===== src/rtl/i2s_dac_out.sv =====
// i2s_dac_out: buffers 12-bit mono samples in a FIFO and serialises them as 16-bit I2S stereo frames.
// Define I2S_DAC_OUT_UNDERRUN_HOLD_EN to repeat the last word on underrun instead of sending silence.
module i2s_dac_out #(
  parameter int BCLK_HALF  = 8,
  parameter int FIFO_DEPTH = 4
) (
  input  logic        main_clk,
  input  logic        rst_n,
  input  logic        sample_clk,
  input  logic [11:0] din,
  output logic        i2s_bclk,
  output logic        i2s_lrclk,
  output logic        i2s_sdata,
  output logic        overflow,
  output logic        underrun
);
  localparam int AW = $clog2(FIFO_DEPTH);
  localparam int CW = $clog2(BCLK_HALF);
  logic [CW-1:0] div_q;
  logic          bclk_q, lrclk_q, sdata_q, ovf_q, und_q;
  logic [4:0]    slot_q, slot_d;
  logic [30:0]   sh_q;
  logic [31:0]   sh_d;
  logic [2:0]    sync_q;
  logic [11:0]   din1_q, din2_q;
  logic [AW:0]   wr_q, rd_q;
  logic [11:0]   mem_q [FIFO_DEPTH];
  logic          wrap, fall, load, push, pop, empty, full, wr_en;
  logic [15:0]   hold_w, word;
  always_comb begin
    wrap   = div_q == CW'(BCLK_HALF - 1);
    fall   = wrap & bclk_q;
    slot_d = slot_q + 5'd1;
    load   = fall & (slot_d == 5'd1);
    push   = sync_q[1] & ~sync_q[2];
    empty  = wr_q == rd_q;
    full   = (wr_q[AW] != rd_q[AW]) && (wr_q[AW-1:0] == rd_q[AW-1:0]);
    pop    = load & ~empty;
    wr_en  = push & (~full | pop);
    word   = pop ? {mem_q[rd_q[AW-1:0]], 4'b0000} : hold_w;
    sh_d   = load ? {word, word} : {sh_q, 1'b0};
  end
`ifdef I2S_DAC_OUT_UNDERRUN_HOLD_EN
  logic [15:0] hold_q;
  always_ff @(posedge main_clk or negedge rst_n)
    if (!rst_n) hold_q <= '0;
    else if (pop) hold_q <= word;
  assign hold_w = hold_q;
`else
  assign hold_w = 16'h0000;
`endif
  // The data pipeline runs beside the synchroniser so the pushed sample matches the detected edge.
  always_ff @(posedge main_clk or negedge rst_n) begin
    if (!rst_n) begin
      div_q   <= '0;
      bclk_q  <= 1'b0;
      lrclk_q <= 1'b0;
      sdata_q <= 1'b0;
      slot_q  <= '0;
      sh_q    <= '0;
      sync_q  <= '0;
      din1_q  <= '0;
      din2_q  <= '0;
      wr_q    <= '0;
      rd_q    <= '0;
      ovf_q   <= 1'b0;
      und_q   <= 1'b0;
    end else begin
      div_q  <= wrap ? '0 : div_q + 1'b1;
      sync_q <= {sync_q[1:0], sample_clk};
      din1_q <= din;
      din2_q <= din1_q;
      if (wrap) bclk_q <= ~bclk_q;
      if (fall) begin
        slot_q  <= slot_d;
        lrclk_q <= slot_d[4];
        sh_q    <= sh_d[30:0];
        sdata_q <= sh_d[31];
      end
      if (wr_en) wr_q <= wr_q + 1'b1;
      if (pop) rd_q <= rd_q + 1'b1;
      ovf_q <= push & full & ~pop;
      und_q <= load & empty;
    end
  end
  always_ff @(posedge main_clk)
    if (wr_en) mem_q[wr_q[AW-1:0]] <= din2_q;
  assign i2s_bclk  = bclk_q;
  assign i2s_lrclk = lrclk_q;
  assign i2s_sdata = sdata_q;
  assign overflow  = ovf_q;
  assign underrun  = und_q;
endmodule

===== config.mk =====
export PLATFORM = sky130hd
export DESIGN_NAME = i2s_dac_out
export DESIGN_NICKNAME = d
export VERILOG_FILES = /design/src/rtl/i2s_dac_out.sv
export SDC_FILE = /design/constraint.sdc
export NUM_CORES = 1
export LEC_CHECK = 0
export ABC_AREA = 1
export CAP_MARGIN = 20
export CORE_ASPECT_RATIO = 0.9
export CORE_MARGIN = 2
export CORE_UTILIZATION = 35
export DETAILED_ROUTE_END_ITERATION = 12
export HOLD_SLACK_MARGIN = 0.05
export PLACE_DENSITY_LB_ADDON = 0.25
export REMOVE_ABC_BUFFERS = 1
export SYNTH_ARGS = -nofsm -noshare
export SYNTH_HDL_FRONTEND = slang
export SYNTH_SLANG_ARGS = --single-unit

===== constraint.sdc =====
create_clock -name main_clk -period 2.53 [get_ports main_clk]
set_input_delay 0.506 -clock main_clk [delete_from_list [all_inputs] [get_ports main_clk]]
set_output_delay 0.506 -clock main_clk [all_outputs]
set_load 0.1 [all_outputs]

==> Word level (Yosys, flattened, before mapping) <==
Memory sizes are Yosys's and may differ from the RTL's.
Index checks and enable logic that the tools add are counted.
{ "totals": {"reg_bits": 77, "latch_bits": 0, "ram_bits": 48, "romBits": 0, "inputBits": 15, "out_inout_bits": 5, "word_cells": 43, "n_memories": 1} }
{ "mem_list": {"columns": ["memory", "depth", "word_bits", "rd", "rd_clocked_by_memory_dff", "wr", "line_no", "rtl"], "rows": [
  ["mem_q", 4, 12, 1, 0, 1, "27", "logic [11:0] mem_q [FIFO_DEPTH];"]
]} }
{ "op_classes": {"add_sub_neg": 4, "multipliers": 0, "div_mod_pow": 0, "n_lt_le_gt_ge": 0, "n_eq_ne": 5, "n_shift": 0, "muxes": 5, "bitwise": 14, "n_reduce_logical": 1} }
{ "ops": {"columns": ["cell", "n"], "rows": [
  ["two-way mux 32 bit", 1],
  ["two-way mux 16 bit", 1],
  ["adder 3 x 1 -> 3 bit (second input constant)", 3],
  ["bitwise AND 1 bit", 8],
  ["adder 5 x 1 -> 5 bit (second input constant)", 1],
  ["== test 5 x 1 -> 1 bit (second input constant)", 1],
  ["NOT 1 bit", 5],
  ["== test 3 bit", 1],
  ["== test 3 bit (second input constant)", 1],
  ["two-way mux 3 bit", 1],
  ["== test 2 bit", 1],
  ["two-way mux 1 bit", 2],
  ["logical AND 1 bit", 1],
  ["!= test 1 bit", 1],
  ["OR 1 bit", 1]
]} }

==> Longest topological paths before layout <==
{ "depth": {"ltp_word": 8, "ltp_mapped": 12, "depth_no_buf": 11} }

==> Worst setup path before layout <==
Ideal clock, no wire load.
{ "synth_path": {"path_kind": "reg2reg", "from": "reg bclk_q (netlist: i2s_bclk)", "to": "mem mem_q[0][0] (enable)", "setup_time_ns": 0.380, "arrival_ns": 2.379, "required_ns": 2.150, "slack_ns": -0.229, "path_stages_with_launch": 7, "n_path_buf": 0, "synth_period_minus_slack_ns": 2.759, "cell_sequence": "dfrtp_1 > nand2_2 > nor3_4 > nand3_4 > nand2_2 > nand2_2 > nor2_1"} }
{ "synth_between": {"elab_chain_cells": 7} }
{ "synth_lines": {"columns": ["element", "line_no", "rtl"], "rows": [
  ["start, declared", "20", "logic bclk_q, lrclk_q, sdata_q, ovf_q, und_q;"],
  ["start signal, assigned", "73", "if (wrap) bclk_q <= ~bclk_q;"],
  ["bitwise AND 1 bit", "32", "fall = wrap & bclk_q;"],
  ["bitwise AND 1 bit", "34", "load = fall & (slot_d == 5'd1);"],
  ["bitwise AND 1 bit", "38", "pop = load & ~empty;"],
  ["OR 1 bit", "39", "wr_en = push & (~full | pop);"],
  ["bitwise AND 1 bit", "39", null],
  ["two-way mux 1 bit", "87", "if (wr_en) mem_q[wr_q[AW-1:0]] <= din2_q;"],
  ["two-way mux 1 bit (not written as such)", "87", null],
  ["end, declared", "27", null]
]} }
No other way between the ends.

==> Worst setup path in the final report <==
{ "layout_path": {"from": "reg div_q[0]", "to": "mem mem_q[1][5] (enable)"} }
{ "layout_between": {"elab_chain_cells": 8} }
{ "layout_lines": {"columns": ["element", "line_no", "rtl"], "rows": [
  ["start, declared", "19", "logic [CW-1:0] div_q;"],
  ["start signal, assigned", "69", "div_q <= wrap ? '0 : div_q + 1'b1;"],
  ["== test 3 bit", "31", "wrap = div_q == CW'(BCLK_HALF - 1);"],
  ["bitwise AND 1 bit", "32", null],
  ["bitwise AND 1 bit", "34", null],
  ["bitwise AND 1 bit", "38", null],
  ["OR 1 bit", "39", null],
  ["bitwise AND 1 bit", "39", null],
  ["two-way mux 1 bit", "87", null],
  ["two-way mux 1 bit (not written as such)", "87", null]
]} }
No other way between the ends.

==> key figures <==
Critical path
  – CP Class: reg2reg
  – Slowest CP cell: dfrtp_1
  – CP bufs+invs: 1
  – CP most frequent cell: nand2_2
  – Worst path max stage delay: 360 ps
  – Max FO, Critical Path: 12
  – Worst Setup End Kind: flip-flop
  – Delay-heaviest family, CP: simple AND/OR/NAND/NOR gates
  – Crit path launch type: flip-flop
  – Crit path DAT: 2150 ps
  – Origin of the worst setup path: div_q[0]
  – Crit-path cells: ha_1, ha_1, nand2_2, nor3_4, nand3_4, nand2_2, nand2_2, nor2_1, buf_4
  – R2R Path Start: div_q[0]
  – Critical Path RT: 2630 ps

Route
  – DR WL/cell: 12.8 um
  – Initial DRC count: 230
  – DR vias: 2946
  – Post-DRT Antenna Nets: 0
  – First-pass DRT Iterations: 4
  – WL final: 8340 um
  – DRC: 0
  – Via-to-Cell Ratio: 4.53

Pwr
  – Switching part of the total: 28.9%
  – P_int: 3830 uW
  – Maximum VDD drop: 0.520 mV
  – Pwr per Cell Area: 945 nW/um2
  – Part of the power in registers: 44.8%
  – Clock power frac: 39.1%
  – Sw power: 1560 uW
  – Comb pwr share: 16.2%
  – PnR Total Power: 5400 uW
  – LEAKAGE: 0.00253 uW

Global routing
  – GR Util met3: 4.05%
  – Largest net degree at the start of global routing: 44
  – GRT Overall Usage: 12.7%
  – Antenna violations before repair: 0
  – Global route hottest layer: met2
  – GR Layer Usage met2: 18.4%
  – Number of global-route vias before repair: 2851
  – Met1 Usage GRT: 18.0%
  – First-pass GRT wire length: 14300 um
  – Total gr overflow: 0

Floorplan
  – Initial Util: 36.0%
  – DIE AREA: 14700 um2
  – Core Region: 13400 um2
  – Rows: 40
  – # IOs: 20
  – Die Y: 115 um
  – Die width: 128 um

Synthesis
  – Ys Warns: 0
  – Post-Syn Area: 4810 um2
  – Seq/Total Area, Yosys: 67.4%
  – Synth area leaders: dfrtp_1 (37%), edfxtp_1 (30%), nand2_1 (11%), o21ai_0 (4.3%), nor2_1 (3.6%)
  – Avg Cell Area, Syn: 11.0 um2
  – Number of distinct library cells after synthesis: 28
  – Synth area leader: dfrtp_1
  – Flop and latch count out of synthesis: 120
  – Post-synthesis cell count: 437
  – Top cell type's share of synthesized area: 37.5%

Place
  – Post-placement cell area: 5170 um2
  – Pre-CTS setup slack: 458 ps
  – Routability Congestion: 0.796
  – I/O Buffers: 19
  – Final HPWL DP: 5450 um

STA
  – Count of final max-slew check failures: 0
  – Final hold violation count: 0
  – Unrepaired setup endpoints after global routing: false
  – Tightest Pin Transition: 932 ps
  – FMAX: 487 MHz
  – Slew margin rel.: 37.8%
  – Setup TNS: 0 ps
  – Final-report setup violation count: 0
  – Worst Skew: 8.59 ps
  – Worst setup margin: 476 ps
  – Tmin final: 2050 ps
  – Final period util: 81.2%

CTS
  – Clock Tree Root: clkbuf_16
  – TritonCTS clock tree: yes
  – Latest clock arrival within the worst-skew pair: 400 ps
  – Longest Clk Path Bufs: 2
  – CTS Buf Count: 17
  – Worst-path clk slew: 60 ps
  – H-tree depth: 4
  – CTS Sinks: 120
  – Post-CTS Repair Setup Buffers: 0

Final layout
  – Layout Utilization: 42.8%
  – Syn-to-layout area delta: 18.8%
  – Design Area, Final: 5710 um2
  – Share of layout cells above drive strength 1: 13.9%
  – Final nets: 493
  – Filler Cells Inserted: 1239
  – Antenna cells: 0

Min path
  – Hold_sp: din1_q[11]
  – Hold WC Path Type: reg2reg

Run status
  – Run status: finished, final reports clean

Flow run
  – Max-cap violations: 0
-- final cells by class --
type / instances / area (um2) / share of cell area, %
tap: 168 / 210 / 3.68
clock inverter: 15 / 105 / 1.84
multi-input combinational: 280 / 1380 / 24.1
inverter: 19 / 71.3 / 1.25
sequential: 120 / 3240 / 56.8
clock buffer: 17 / 425 / 7.45
timing repair buffer: 31 / 280 / 4.91
-- state kept, by name, summed over array words and instances (netlist names) --
signal     count
sh_q          27
wr_q           3
i2s_lrclk      1
slot_q         4
sync_q         3
underrun       1
din2_q        12
din1_q        12
mem_q         48
overflow       1
rd_q           3
i2s_bclk       1
div_q          3
i2s_sdata      1
-- metrics by stage --
step	hold slack, ps	std cells
after global placement	334	617
after detailed placement	335	617
after global routing	349	650
after floorplan	210	419
after CTS	348	650
final	346	650
-- path summary, 6_finish.rpt --
kind,to,slack [ps],cells past startpoint
setup reg to reg,mem_q[1][5],480,9
setup / recovery,mem_q[1][5],480,9
hold / removal,din2_q[11],350,0
hold reg to reg,din2_q[11],350,0
min in group asynchronous,din1_q[4],580,2
max in group asynchronous,sh_q[11],1390,3
-- cells by family (layout without fill, tap and decap cells) --
family,Yosys count,count (layout),share of synthesized area (%)
and+or+nand+nor,219,219,20.2
DFF,120,120,67.4
AOI/OAI and AO/OA,45,45,4.79
buffers and inverters,37,82,3.90
adders and majority gates,9,9,2.34
xor gates and xnor gates,7,7,1.28
-- cells in the mapped netlist --
cell type,instances
buf_2,8
clkbuf_1,5
nor2_1,46
nand4_1,2
o21ai_0,41
o21ai_1,1
nor2_8,1
o31ai_1,2
inv_2,2
buf_1,1
nand3_2,8
buf_6,3
a21oi_1,1
inv_1,17
nor3_4,1
nor3_1,1
ha_1,9
nor2_4,1
nand3_4,1
buf_12,1
nand3_1,14
xnor2_1,4
dfrtp_1,72
nand2_2,5
edfxtp_1,48
nand2_1,137
xor2_1,3
nand2_4,2
-- metal layers --
layer  wire (um)  vias to the layer above  share of wire (%)
met2        3700                       50                 44
li1            -                     1487                  -
met4          68                        0               0.82
met1        4230                     1402                 51
met5           0                        -                  0
met3         340                        7                4.1
-- power groups by stage --
stage	combinational, uW	clock [uW]	sequential [uW]
floorplan	534	0	2490
global placement	876	0	2450
detailed placement	885	0	2450
CTS	889	2160	2420
global route	997	2250	2450
finish	874	2110	2410
-- layout by cell type, fill, tap and decap left out, types with 2 or more instances in the layout --
| cell type | count |
|---|---|
| nand3_2 | 8 |
| clkbuf_16 | 17 |
| nand2_1 | 137 |
| edfxtp_1 | 48 |
| inv_6 | 3 |
| clkdlybuf4s50_1 | 13 |
| inv_1 | 17 |
| clkinv_2 | 2 |
| nand4_1 | 2 |
| nand3_1 | 14 |
| nand2_4 | 2 |
| clkinvlp_4 | 3 |
| buf_4 | 16 |
| ha_1 | 9 |
| inv_2 | 2 |
| clkinv_4 | 4 |
| clkinv_1 | 3 |
| xnor2_1 | 4 |
| xor2_1 | 3 |
| o31ai_1 | 2 |
| nand2_2 | 5 |
| nor2_1 | 46 |
| dfrtp_1 | 72 |
| o21ai_0 | 41 |
-- repair_timing --
action,in CTS,in global routing
hold buffers,1,0
gates resized for setup,0,0
endpoints found under the hold margin,29,0
-- worst reg2reg max path, stage by stage, from the launching register on --
cell and delay (ps):
dfrtp_1 360, ha_1 160, ha_1 200, nand2_2 130, nor3_4 210, nand3_4 110, nand2_2 130, nand2_2 120
nor2_1 120, buf_4 210
Note: power is estimated with default switching activity, not from simulation.
